--- config.mk ---
export PLATFORM = sky130hd
export DESIGN_NAME = he_lb_copy_sched
export DESIGN_NICKNAME = d
export VERILOG_FILES = /design/src/rtl/he_lb_copy_sched.sv
export SDC_FILE = /design/constraint.sdc
export NUM_CORES = 1
export LEC_CHECK = 0
export ABC_AREA = 1
export CAP_MARGIN = 20
export CORE_MARGIN = 5
export CORE_UTILIZATION = 45
export DETAILED_ROUTE_END_ITERATION = 10
export PLACE_DENSITY = 0.68
export SLEW_MARGIN = 20
export SYNTH_ARGS = -nofsm -noshare
export SYNTH_HDL_FRONTEND = slang
export SYNTH_SLANG_ARGS = --single-unit
--- constraint.sdc ---
create_clock -name clk -period 15.7 [get_ports clk]
set_clock_uncertainty 0.2 [all_clocks]
set_input_delay 1.57 -clock clk [delete_from_list [all_inputs] [get_ports clk]]
set_output_delay 1.57 -clock clk [all_outputs]
set_load 0.02 [all_outputs]
--- src/rtl/he_lb_copy_sched.sv ---
// he_lb_copy_sched: turns a programmed copy job into ordered line read and
// write requests, bounds in-flight lines to the loopback buffer depth, and
// closes each job with a single DSM status write.
`timescale 1ns/1ps
module he_lb_copy_sched #(
  parameter int unsigned ADDR_W    = 64,
  parameter int unsigned CNT_W     = 20,
  parameter int unsigned MAX_OUTST = 32
) (
  input  logic              clk,
  input  logic              rst,
  input  logic              ctl_start,
  input  logic              ctl_stop,
  input  logic [ADDR_W-1:0] cfg_src,
  input  logic [ADDR_W-1:0] cfg_dst,
  input  logic [CNT_W-1:0]  cfg_num_lines,
  input  logic [ADDR_W-1:0] cfg_dsm_base,
  output logic              rd_req_valid,
  input  logic              rd_req_ready,
  output logic [ADDR_W-1:0] rd_req_addr,
  input  logic              rd_rsp_valid,
  output logic              wr_req_valid,
  input  logic              wr_req_ready,
  output logic [ADDR_W-1:0] wr_req_addr,
  output logic              wr_req_dsm,
  input  logic              wr_ack_valid,
  output logic              busy,
  output logic              done,
  output logic              err_cfg,
  output logic              aborted,
  output logic [CNT_W-1:0]  num_reads,
  output logic [CNT_W-1:0]  num_writes
);

  localparam logic [2:0] S_IDLE  = 3'd0;
  localparam logic [2:0] S_RUN   = 3'd1;
  localparam logic [2:0] S_DRAIN = 3'd2;
  localparam logic [2:0] S_DSM   = 3'd3;
  localparam logic [2:0] S_DONE  = 3'd4;

  localparam logic [CNT_W-1:0] CREDITS = CNT_W'(MAX_OUTST);

  logic [2:0]        state, state_n;
  logic [ADDR_W-1:0] src, src_n, dst, dst_n, dsm_base, dsm_base_n;
  logic [CNT_W-1:0]  num_lines, num_lines_n;
  logic [CNT_W-1:0]  rd_issued, rd_issued_n, wr_issued, wr_issued_n;
  logic [CNT_W-1:0]  num_reads_n, num_writes_n, pending_n;
  logic              dsm_sent, dsm_sent_n;
  logic              rd_hs, wr_hs;
  logic              rd_req_valid_n, wr_req_valid_n, wr_req_dsm_n;
  logic              busy_n, done_n, err_cfg_n, aborted_n;
  logic [ADDR_W-1:0] rd_req_addr_n, wr_req_addr_n;

  // State register
  always_ff @(posedge clk or posedge rst) begin
    if (rst) state <= S_IDLE;
    else     state <= state_n;
  end

  // Job registers, counters and registered outputs
  always_ff @(posedge clk or posedge rst) begin
    if (rst) begin
      src          <= '0;
      dst          <= '0;
      dsm_base     <= '0;
      num_lines    <= '0;
      rd_issued    <= '0;
      wr_issued    <= '0;
      num_reads    <= '0;
      num_writes   <= '0;
      dsm_sent     <= 1'b0;
      rd_req_valid <= 1'b0;
      rd_req_addr  <= '0;
      wr_req_valid <= 1'b0;
      wr_req_addr  <= '0;
      wr_req_dsm   <= 1'b0;
      busy         <= 1'b0;
      done         <= 1'b0;
      err_cfg      <= 1'b0;
      aborted      <= 1'b0;
    end else begin
      src          <= src_n;
      dst          <= dst_n;
      dsm_base     <= dsm_base_n;
      num_lines    <= num_lines_n;
      rd_issued    <= rd_issued_n;
      wr_issued    <= wr_issued_n;
      num_reads    <= num_reads_n;
      num_writes   <= num_writes_n;
      dsm_sent     <= dsm_sent_n;
      rd_req_valid <= rd_req_valid_n;
      rd_req_addr  <= rd_req_addr_n;
      wr_req_valid <= wr_req_valid_n;
      wr_req_addr  <= wr_req_addr_n;
      wr_req_dsm   <= wr_req_dsm_n;
      busy         <= busy_n;
      done         <= done_n;
      err_cfg      <= err_cfg_n;
      aborted      <= aborted_n;
    end
  end

  // Next-state, counter and output decode; outputs are built from next-cycle
  // counters so every response/ack is reflected one cycle later.
  always_comb begin
    state_n      = state;
    src_n        = src;
    dst_n        = dst;
    dsm_base_n   = dsm_base;
    num_lines_n  = num_lines;
    rd_issued_n  = rd_issued;
    wr_issued_n  = wr_issued;
    num_reads_n  = num_reads;
    num_writes_n = num_writes;
    dsm_sent_n   = dsm_sent;
    done_n       = done;
    err_cfg_n    = err_cfg;
    aborted_n    = aborted;
    rd_hs        = rd_req_valid && rd_req_ready;
    wr_hs        = wr_req_valid && wr_req_ready;

    case (state)
      S_IDLE, S_DONE: begin
        if (ctl_start) begin
          src_n        = cfg_src;
          dst_n        = cfg_dst;
          dsm_base_n   = cfg_dsm_base;
          num_lines_n  = cfg_num_lines;
          rd_issued_n  = '0;
          wr_issued_n  = '0;
          num_reads_n  = '0;
          num_writes_n = '0;
          dsm_sent_n   = 1'b0;
          aborted_n    = 1'b0;
          err_cfg_n    = (cfg_num_lines == '0);
          done_n       = (cfg_num_lines == '0);
          state_n      = (cfg_num_lines == '0) ? S_DONE : S_RUN;
        end
      end
      S_RUN, S_DRAIN: begin
        if (rd_hs) rd_issued_n = rd_issued + CNT_W'(1);
        if (wr_hs) wr_issued_n = wr_issued + CNT_W'(1);
        // Excess responses/acks are dropped so counters never pass issued
        if (rd_rsp_valid && (num_reads < rd_issued))  num_reads_n  = num_reads + CNT_W'(1);
        if (wr_ack_valid && (num_writes < wr_issued)) num_writes_n = num_writes + CNT_W'(1);
        if (state == S_RUN) begin
          if (ctl_stop) begin
            state_n   = S_DRAIN;
            aborted_n = 1'b1;
          end else if (rd_issued_n == num_lines) begin
            state_n = S_DRAIN;
          end
        end else if ((num_writes_n == rd_issued_n) && (num_reads_n == wr_issued_n)) begin
          state_n = S_DSM;
        end
      end
      S_DSM: begin
        if (wr_hs) dsm_sent_n = 1'b1;
        // DSM ack closes the job and is not counted in num_writes
        if (wr_ack_valid && dsm_sent) begin
          state_n = S_DONE;
          done_n  = 1'b1;
        end
      end
      default: state_n = S_IDLE;
    endcase

    pending_n      = num_reads_n - wr_issued_n;
    busy_n         = (state_n == S_RUN) || (state_n == S_DRAIN) || (state_n == S_DSM);
    rd_req_valid_n = (state_n == S_RUN) && (rd_issued_n < num_lines_n) &&
                     ((rd_issued_n - num_writes_n) < CREDITS);
    rd_req_addr_n  = src_n + ADDR_W'(rd_issued_n);
    wr_req_valid_n = 1'b0;
    wr_req_dsm_n   = 1'b0;
    wr_req_addr_n  = wr_req_addr;
    if (state_n == S_DSM) begin
      wr_req_valid_n = !dsm_sent_n;
      wr_req_dsm_n   = 1'b1;
      wr_req_addr_n  = dsm_base_n;
    end else if ((state_n == S_RUN) || (state_n == S_DRAIN)) begin
      wr_req_valid_n = (pending_n != '0);
      wr_req_addr_n  = dst_n + ADDR_W'(wr_issued_n);
    end
  end

endmodule

## Yosys cells after proc, flatten, opt, wreduce, memory -nomap -nowiden

Index checks and enable logic that the tools add are counted.

- Flip-flop bits (word level): 431
- Bits in latches: 0
- Memory bits (writable): 0
- ROM bits: 0
- Logic and storage cells: 114
- Memories kept: 0

- Add/sub/neg operators: 8
- Multiply operators: 0
- Div/mod/pow operators: 0
- $lt $le $gt $ge: 4
- Equal/unequal tests: 14
- Shift operators: 0
- Muxes and demuxes: 47
- Bitwise logic cells: 0
- Reductions and logical operators: 22

Operators with widths:

| cell | number |
|---|---|
| $mux W64 | 8 |
| $mux W20 | 14 |
| $pmux W20 S2 | 4 |
| $add A64 B20 Y64 | 2 |
| $add A20 B1 Y20 const B | 4 |
| $eq A20 B20 Y1 | 3 |
| $lt A20 B20 Y1 | 3 |
| $sub A20 B20 Y20 | 2 |
| $mux W3 | 7 |
| $logic_not A20 Y1 | 1 |
| $lt A20 B6 Y1 const B | 1 |
| $reduce_bool A20 Y1 | 1 |
| $eq A3 B2 Y1 const B | 4 |
| $mux W1 | 10 |
| $pmux W3 S3 | 1 |
| $logic_and A1 B1 Y1 | 8 |
| $ne A2 B2 Y1 const B | 4 |
| $eq A3 B1 Y1 const B | 2 |
| $pmux W1 S2 | 3 |
| $reduce_bool A2 Y1 | 3 |
| $reduce_and A4 Y1 | 1 |
| $reduce_or A2 Y1 | 2 |
| $eq A3 B3 Y1 const B | 1 |
| $logic_not A3 Y1 | 1 |
| other kinds (4) | 5 |

## Depth between registers and ports, before layout

Gate-level depths: netlist of run 1.

- Depth in word-level cells: 13
- Depth in mapped cells: 34
- Depth with buffers taken out: 33

## Worst setup path before layout of run 1

Ideal clock, no wire load.

- Path type: in2reg
- Start: in ctl_start
- End: reg wr_req_addr[56]
- Library setup time: 0.076 ns
- Arrival time: 6.067 ns
- Path slack: 9.356 ns
- Cell stages on the path: 25
- Path buffers: 7
- Cell sequence: nand2_1 buf_2 clkbuf_1 clkbuf_1 clkbuf_1 buf_2 clkbuf_1 clkbuf_1 nand2_1 nand2_1 ha_1 inv_1 fa_1 o21ai_0 nand4_1 o2111ai_1 nand2_1 nor2_2 nand3_1 nor3_1 nand3_1 nor3_1 xor2_1 nor2_1 o21ai_1

- Cells in the longest elaborated chain, start to end: 5

Ends and longest elaborated chain:

| element | RTL line | RTL |
|---|---|---|
| start: declaration | 12 | `input logic ctl_start,` |
| $mux W64 | 124 | `if (ctl_start) begin` |
| $mux W64 | 122 | `case (state)` |
| net dst_n[0] | 44 | `logic [ADDR_W-1:0] src, src_n, dst, dst_n, dsm_base, dsm_base_n;` |
| $add A64 B20 Y64 | 182 | `wr_req_addr_n = dst_n + ADDR_W'(wr_issued_n);` |
| $mux W64 | 180 | `end else if ((state_n == S_RUN) \|\| (state_n == S_DRAIN)) begin` |
| $mux W64 | 176 | `if (state_n == S_DSM) begin` |
| end signal: assignment | 94 | `wr_req_addr <= wr_req_addr_n;` |
| end: declaration | 24 | `output logic [ADDR_W-1:0] wr_req_addr,` |

The timed path passes the listed nets, and every way through them passes these cells. The select of a mux whose other input is x is not followed.
A chain may end at the register's enable or synchronous reset.

## Worst setup path after layout of run 1

- Start: in ctl_start
- End: reg wr_req_addr[56]

- Cells in the longest elaborated chain, start to end: 5

Ends and longest elaborated chain:

| element | RTL line | RTL |
|---|---|---|
| $mux W20 | 124 |  |
| $pmux W20 S2 | 122 |  |
| net wr_issued_n[0] | 46 | `logic [CNT_W-1:0] rd_issued, rd_issued_n, wr_issued, wr_issued_n;` |
| $add A64 B20 Y64 | 182 |  |
| $mux W64 | 180 |  |
| $mux W64 | 176 |  |

The timed path passes the listed nets, and every way through them passes these cells. The select of a mux whose other input is x is not followed.

==> flow_metrics.env, run 1 <==
export IMPL_outcome="finished, final reports clean"
export IMPL_detail_route_first_pass_iterations=7
export IMPL_drc=0
export IMPL_grt_max_degree=132
export IMPL_grt_overflow_total=0
export IMPL_core_area_um2=61700
export IMPL_cp_end_kind="register"
export IMPL_htreeDepth=2
export IMPL_crit_type="input port to register"
export IMPL_netlist_area_um2=28000
export IMPL_syn_nets=4178
export IMPL_ctsHoldBuffers=0
export IMPL_crit_fanout=53
export IMPL_post_route_period_util_pct=46.0
export IMPL_synthArstFlopShare_pct=100
export IMPL_rsz0062_at_grt="no"
export IMPL_post_cts_buffers=0
export IMPL_drt_iter0_drc=2609
export IMPL_area_growth_pct=22.8
export IMPL_timing_critical_path_from_type="input port"
export IMPL_wl_mm=97.9
export IMPL_p_sw_w=0.00436
export IMPL_dp_hpwl_mm=75.0
export IMPL_tritoncts="built"
export IMPL_maxCapViolCount=0
export IMPL_placed_cell_area_um2=32700
export IMPL_globalRouteTotalUtil_pct=28.1
export IMPL_syn_area_per_cell_um2=7.32
export IMPL_fill_cells=5979
export IMPL_regArea_um2=10800
export IMPL_cts_root_buf="clkbuf_16"
export IMPL_timing_final_hold_violations=0
export IMPL_clock_latency_ns=0.59
export IMPL_min_path_type="register to register"
export IMPL_p_comb_share_pct=63.4
export IMPL_rows=91
export IMPL_fin_area_um2=34400
export IMPL_globalplace_congestion=0.976
export IMPL_swShare_pct=50.5
export IMPL_layout_drive_gt1_share_pct=7.65
export IMPL_yosysWarnings=0
export IMPL_port_buffers=394
export IMPL_die_h_um=259
export IMPL_max_freq_mhz=139
export IMPL_cts_resized=0
export IMPL_vias_per_cell=5.24
export IMPL_multiInputGateArea_um2=14700
export IMPL_cts_max_path_buffers=3
export IMPL_worstPathArrival_ns=7.52
export IMPL_postSynthCellCount=3823
export IMPL_yosys_cell_types_count=61
export IMPL_grt_pass1_vias=25700
export IMPL_ios=395
export IMPL_cts_buffers=50
export IMPL_drtAntennaViolNets=0
export IMPL_pwr_share_seq_pct=22.7
export IMPL_synth_edf_count=0
export IMPL_dieArea_um2=67300
export IMPL_initial_core_util_pct=45.4
export IMPL_synth_seq_area_share_pct=38.5
export IMPL_setup_viol=0
export IMPL_slew_violations=0
export IMPL_setup_tns_ns=0
export IMPL_ys_ff_latch=431
export IMPL_fp_dieW_um=259
export IMPL_slew_headroom_pct=32.6
export IMPL_finalNetCount=4554
export IMPL_cellPowerDensity_nw_per_um2=251
export IMPL_pwr_share_clk_pct=14.0
export IMPL_crit_required_ns=16.00
export IMPL_p_int_w=0.00428
export IMPL_routedWlPerCell_um=19.3
export IMPL_ir_drop_mv=0.136
export IMPL_ys_flop_type="dfrtp_1"
export IMPL_clkSinkCount=431
export IMPL_worst_slew_pin_slew_ns=1.00
export IMPL_grt_antenna_before_repair=9
export IMPL_period_needed_ns=7.22
export IMPL_p_leak_nw=16.6
export IMPL_clk_pin_slew_worst_paths_ns=0.06
export IMPL_vias=26600
export IMPL_grt_pass1_wl_mm=150
-- layer usage --
layer  global-route usage [%]  wire length, um  vias up
li1                         -                -    12900
met3                     5.29             8080      140
met2                     45.5            44900     1076
met5                        0               57        -
met4                     5.86             2030        8
met1                     39.8            42800    12500
-- path summary, 6_finish.rpt --
kind | start | end | slack (ns) | depth (start not counted)
min in group asynchronous | rst | rd_req_addr[12] | 1.37 | 2
setup / recovery | ctl_start | wr_req_addr[56] | 8.48 | 20
setup reg to reg | num_reads[13] | wr_req_addr[31] | 9.10 | 26
max in group asynchronous | rst | dsm_base[28] | 11.73 | 4
hold / removal | dsm_base[45] | dsm_base[45] | 0.27 | 2
hold reg to reg | dsm_base[45] | dsm_base[45] | 0.27 | 2
-- placed cells by master, fill, tap and decap left out, drive strengths merged, types with 2 or more instances in the layout --
master / instances
bufinv: 6
o211ai: 39
a31oi: 8
o21ai: 265
clkdlybuf4s50: 394
nand3: 188
nor3: 66
clkbuf: 73
xnor2: 30
or2: 119
nor3b: 2
nand4: 63
nor2: 345
inv: 523
a211oi: 3
a21boi: 3
dfrtp: 431
diode: 6
a21o: 11
ha: 133
clkinv: 10
nor4: 16
o31ai: 2
o22ai: 43
and2: 3
o21bai: 3
nand3b: 7
mux2i: 3
buf: 28
nand2: 1133
xor2: 159
fa: 2
a21oi: 109
o21a: 5
o2111ai: 2
-- power by group through the flow --
stage	logic (W)	clock network, W	registers, W
2_1_floorplan	0.00359	0	0.00211
3_3_place_gp	0.00534	0	0.00196
3_5_place_dp	0.00540	0	0.00196
4_1_cts	0.00543	0.00123	0.00195
5_1_grt	0.00607	0.00127	0.00200
6_report	0.00547	0.00121	0.00196
-- area by class of cell --
cell class	instances	area share, %
Tap cell	837	3.05
Antenna cell	6	0.0437
Timing Repair Buffer	422	12.1
Clock inverter	16	0.735
Inverter	523	5.75
Clock buffer	73	4.07
Multi-Input combinational cell	2771	42.9
Sequential cell	431	31.4
-- state kept, by name, summed over array words and instances, names as in the netlist --
signal        flops
dsm_base         64
state             3
num_lines        20
rd_req_valid      1
wr_req_dsm        1
busy              1
wr_issued        20
dst              64
src              64
rd_req_addr      64
num_reads        20
rd_issued        20
err_cfg           1
aborted           1
num_writes       20
wr_req_addr      64
wr_req_valid      1
done              1
dsm_sent          1
-- through the flow --
stage	power, W	hold slack [ns]	utilization, %	instances	setup slack [ns]
3_3_place_gp	0.00730	0.264	53.0	4984	8.03
6_report	0.00864	0.272	55.7	5079	8.48
5_1_grt	0.00934	0.295	55.7	5075	8.07
3_5_place_dp	0.00736	0.262	53.0	4984	7.93
4_1_cts	0.00860	0.277	55.7	5073	8.57
2_1_floorplan	0.00570	0.240	-	3823	1.93
-- cells by family (layout without fill, tap and decap cells) --
group | after synthesis | count (layout) | share of synthesized area (%)
muxes | 3 | 3 | 0.107
and+or+nand+nor | 1946 | 1946 | 29.9
adders and majority gates | 135 | 135 | 6.09
AOI/OAI and AO/OA | 498 | 498 | 10.5
DFF | 431 | 431 | 38.5
other | 0 | 6 | 0
xor gates and xnor gates | 189 | 189 | 5.91
buffers and inverters | 621 | 1034 | 8.91
-- synth_stat cells, types with 38 or more instances --
library cell | count | area share, %
a21oi_1 | 108 | 1.9
clkbuf_1 | 53 | 0.71
dfrtp_1 | 431 | 39
ha_1 | 133 | 5.9
inv_1 | 514 | 6.9
nand2_1 | 1095 | 15
nand3_1 | 186 | 3.3
nand4_1 | 63 | 1.4
nor2_1 | 335 | 4.5
nor3_1 | 61 | 1.1
o211ai_2 | 38 | 1.7
o21ai_0 | 241 | 4.3
o22ai_1 | 43 | 0.96
or2_2 | 118 | 2.6
xor2_1 | 159 | 5.0
-- worst max-delay path, stage by stage --
cell and delay [ns]:
clkdlybuf4s50_1 0.51, nand2_4 0.48, nand2_2 0.58, buf_4 0.47, o22ai_1 0.34, ha_1 0.23, inv_1 0.05, fa_1 0.40
o21ai_0 0.81, nand4_1 0.19, o2111ai_1 0.24, nand2_1 0.17, nor2_2 0.18, nand3_1 0.16, nor3_1 0.29, nand3_1 0.20
nor3_1 0.24, xor2_1 0.17, nor2_1 0.06, o21ai_1 0.14
Power figures use the tool's default switching activity.
==> inputs of run 2 (changes only) <==
==> constraint.sdc (replaced) <==
create_clock -name clk -period 6.9 [get_ports clk]
set_clock_uncertainty 0.2 [all_clocks]
set_input_delay 0.69 -clock clk [delete_from_list [all_inputs] [get_ports clk]]
set_output_delay 0.69 -clock clk [all_outputs]
set_load 0.02 [all_outputs]
==> run 2 against run 1 <==
Net effect:
- setup slack worse by 7.1 ns
- global-route usage up 0.50 points
- largest cell class unchanged
- highest routed layer unchanged
- sequential share of layout area down 0.22 points
- sequential power up 130%
- count of clock-buffer cells in the layout down 2
- power up 130%
- clock power up 130%
- worst hold slack better by 0.0049 ns
- die area unchanged
- combinational power up 130%
- cell count up 0.32%
- critical path type is now register to register
==> flow_metrics.env, run 2 (synthesis results as in run 1) <==
export IMPL_cp_end_kind="register"
export IMPL_port_buffers=394
export IMPL_crit_type="register to register"
export IMPL_slew_headroom_pct=41.9
export IMPL_outcome="finished, final reports clean"
export IMPL_utilization_pct=56.1
export IMPL_layout_drive_gt1_share_pct=8.18
export IMPL_clkSinkCount=431
export IMPL_grt_antenna_before_repair=10
export IMPL_r2r_slack_ns=1.39
export IMPL_drc=0
export IMPL_worstPathArrival_ns=5.76
export IMPL_p_leak_nw=16.8
export IMPL_worstHoldPathCells=2
export IMPL_dp_hpwl_mm=76.1
export IMPL_routedWlPerCell_um=19.5
export IMPL_multiInputGateArea_um2=14700
export IMPL_detail_route_first_pass_iterations=5
export IMPL_drt_iter0_drc=2306
export IMPL_clock_latency_ns=0.59
export IMPL_r2r_cells=23
export IMPL_critPathSlowestCell="o21ai_0"
export IMPL_p_sw_w=0.0101
export IMPL_cts_resized=0
export IMPL_pwr_share_seq_pct=22.4
export IMPL_final_cells=5095
export IMPL_worst_slew_pin_slew_ns=0.871
export IMPL_cts_root_buf="clkbuf_16"
export IMPL_rsz0062_at_grt="no"
export IMPL_vias=26600
export IMPL_rows=91
export IMPL_startpoint="state[1]"
export IMPL_cellPowerDensity_nw_per_um2=575
export IMPL_slew_violations=0
export IMPL_clk_pin_slew_worst_paths_ns=0.06
export IMPL_grt_pass1_vias=25900
export IMPL_ctsHoldBuffers=0
export IMPL_globalRouteTotalUtil_pct=28.6
export IMPL_wl_mm=99.4
export IMPL_finalNetCount=4573
export IMPL_final_cell_mix="1,094 x nand2_1, 512 x inv_1, 431 x dfrtp_1"
export IMPL_post_route_period_util_pct=79.9
export IMPL_max_freq_mhz=181
export IMPL_regArea_um2=10800
export IMPL_cts_buffers=50
export IMPL_setup_tns_ns=0
export IMPL_core_area_um2=61700
export IMPL_pwr_share_clk_pct=13.8
export IMPL_fp_dieW_um=259
export IMPL_initial_core_util_pct=45.4
export IMPL_timing_critical_path_from_type="register"
export IMPL_area_growth_pct=23.6
export IMPL_ios=395
export IMPL_tritoncts="built"
export IMPL_crit_chain="nor2_1, inv_1, nand3_1, nand2_2, o21ai_0, ha_1, fa_1, nand2_1, nand3_1, o21ai_0, o21ai_1, a31oi_1, o21ai_1, inv_1, o21ai_1, nand3_1, nand2_1, nand2_1, nor2_1, nand2_1, nor3_1, nand3_1, xor2_1"
export IMPL_maxCapViolCount=0
export IMPL_min_from="dsm_base[48]"
export IMPL_grt_pass1_wl_mm=152
export IMPL_p_comb_share_pct=63.8
export IMPL_fill_cells=5925
export IMPL_period_needed_ns=5.51
export IMPL_globalplace_congestion=0.974
export IMPL_crit_required_ns=7.15
export IMPL_final_common_cell="nand2_1"
export IMPL_die_h_um=259
export IMPL_dp_cells=5003
export IMPL_slowest_delay_ns=0.66
export IMPL_min_path_type="register to register"
export IMPL_swShare_pct=50.5
export IMPL_crit_fanout=6
export IMPL_dieArea_um2=67300
export IMPL_post_cts_buffers=0
export IMPL_worst_path_buf_inv=2
export IMPL_grt_overflow_total=0
export IMPL_setup_viol=0
export IMPL_grt_max_degree=148
export IMPL_p_int_w=0.00985
export IMPL_timing_final_hold_violations=0
export IMPL_cts_max_path_buffers=3
export IMPL_ir_drop_mv=0.311
export IMPL_reg2reg_from="state[1]"
export IMPL_min_to="dsm_base[48]"
export IMPL_r2r_end="rd_req_addr[50]"
export IMPL_drtAntennaViolNets=0
export IMPL_vias_per_cell=5.23
export IMPL_htreeDepth=2
export IMPL_path_delay_family="simple AND/OR/NAND/NOR gates"
==> run 2: cell count changes in the layout (fill, tap and decap cells not counted), sizes merged <==
cell | before | now
buf | 28 | 47
clkinvlp | 0 | 3
clkbuf | 73 | 71
diode | 6 | 4
bufinv | 6 | 5
inv | 523 | 522
==> run 2: worst max path at each step <==
stage / endpoint / slack (ns) / cells after the start
after floorplan: aborted / 0.19 / 1
after detailed placement: wr_req_addr[62] / 0.95 / 25
after global placement: wr_req_addr[62] / 0.99 / 25
after global routing: rd_req_addr[50] / 0.93 / 23
after CTS: rd_req_addr[58] / 1.49 / 23
final: rd_req_addr[50] / 1.39 / 23
==> run 2: metal layers <==
metal	vias up	wire [um]	share of wire (%)	GRT usage, %
met3	154	7700	7.7	5.63
met1	12500	44100	44	40.6
met2	1025	45000	45	45.6
met4	16	2470	2.5	6.80
li1	13000	-	-	-
met5	-	102	0.10	0
==> run 2: worst register-to-register path, delay by kind of cell, from the launching register on <==
family | cells | cell delay, ns
flip-flops | 1 | 0.40
AND/OR/NAND/NOR | 12 | 2.17
adder cells (fa/ha/maj) | 2 | 0.57
buffers and inverters | 2 | 0.22
AO/OA/AOI/OAI | 6 | 1.66
XOR/XNOR | 1 | 0.17
==> run 2: area by class of cell <==
cell class	instances	area share, %
Antenna cell	4	0.0289
Sequential cell	431	31.2
Timing Repair Buffer	441	12.7
Inverter	523	5.70
Clock buffer	71	4.16
Multi-Input combinational cell	2771	42.6
Tap cell	837	3.03
Clock inverter	17	0.687
==> run 2: per-stage QoR <==
step,area [um^2],setup WS (ns),hold slack [ns],power (W)
detailed placement,32900,0.948,0.263,0.0170
finish,34600,1.39,0.277,0.0199
floorplan,28000,0.191,0.240,0.0130
CTS,34600,1.49,0.278,0.0199
global route,34600,0.929,0.294,0.0215
global placement,32900,0.989,0.257,0.0169
==> run 2: power by group through the flow <==
| stage | sequential, W | clock [W] | combinational, W |
|---|---|---|---|
| finish | 0.00445 | 0.00275 | 0.0127 |
| global route | 0.00455 | 0.00291 | 0.0141 |
| CTS | 0.00444 | 0.00280 | 0.0126 |
| detailed placement | 0.00446 | 0 | 0.0125 |
| global placement | 0.00445 | 0 | 0.0125 |
| floorplan | 0.00481 | 0 | 0.00816 |
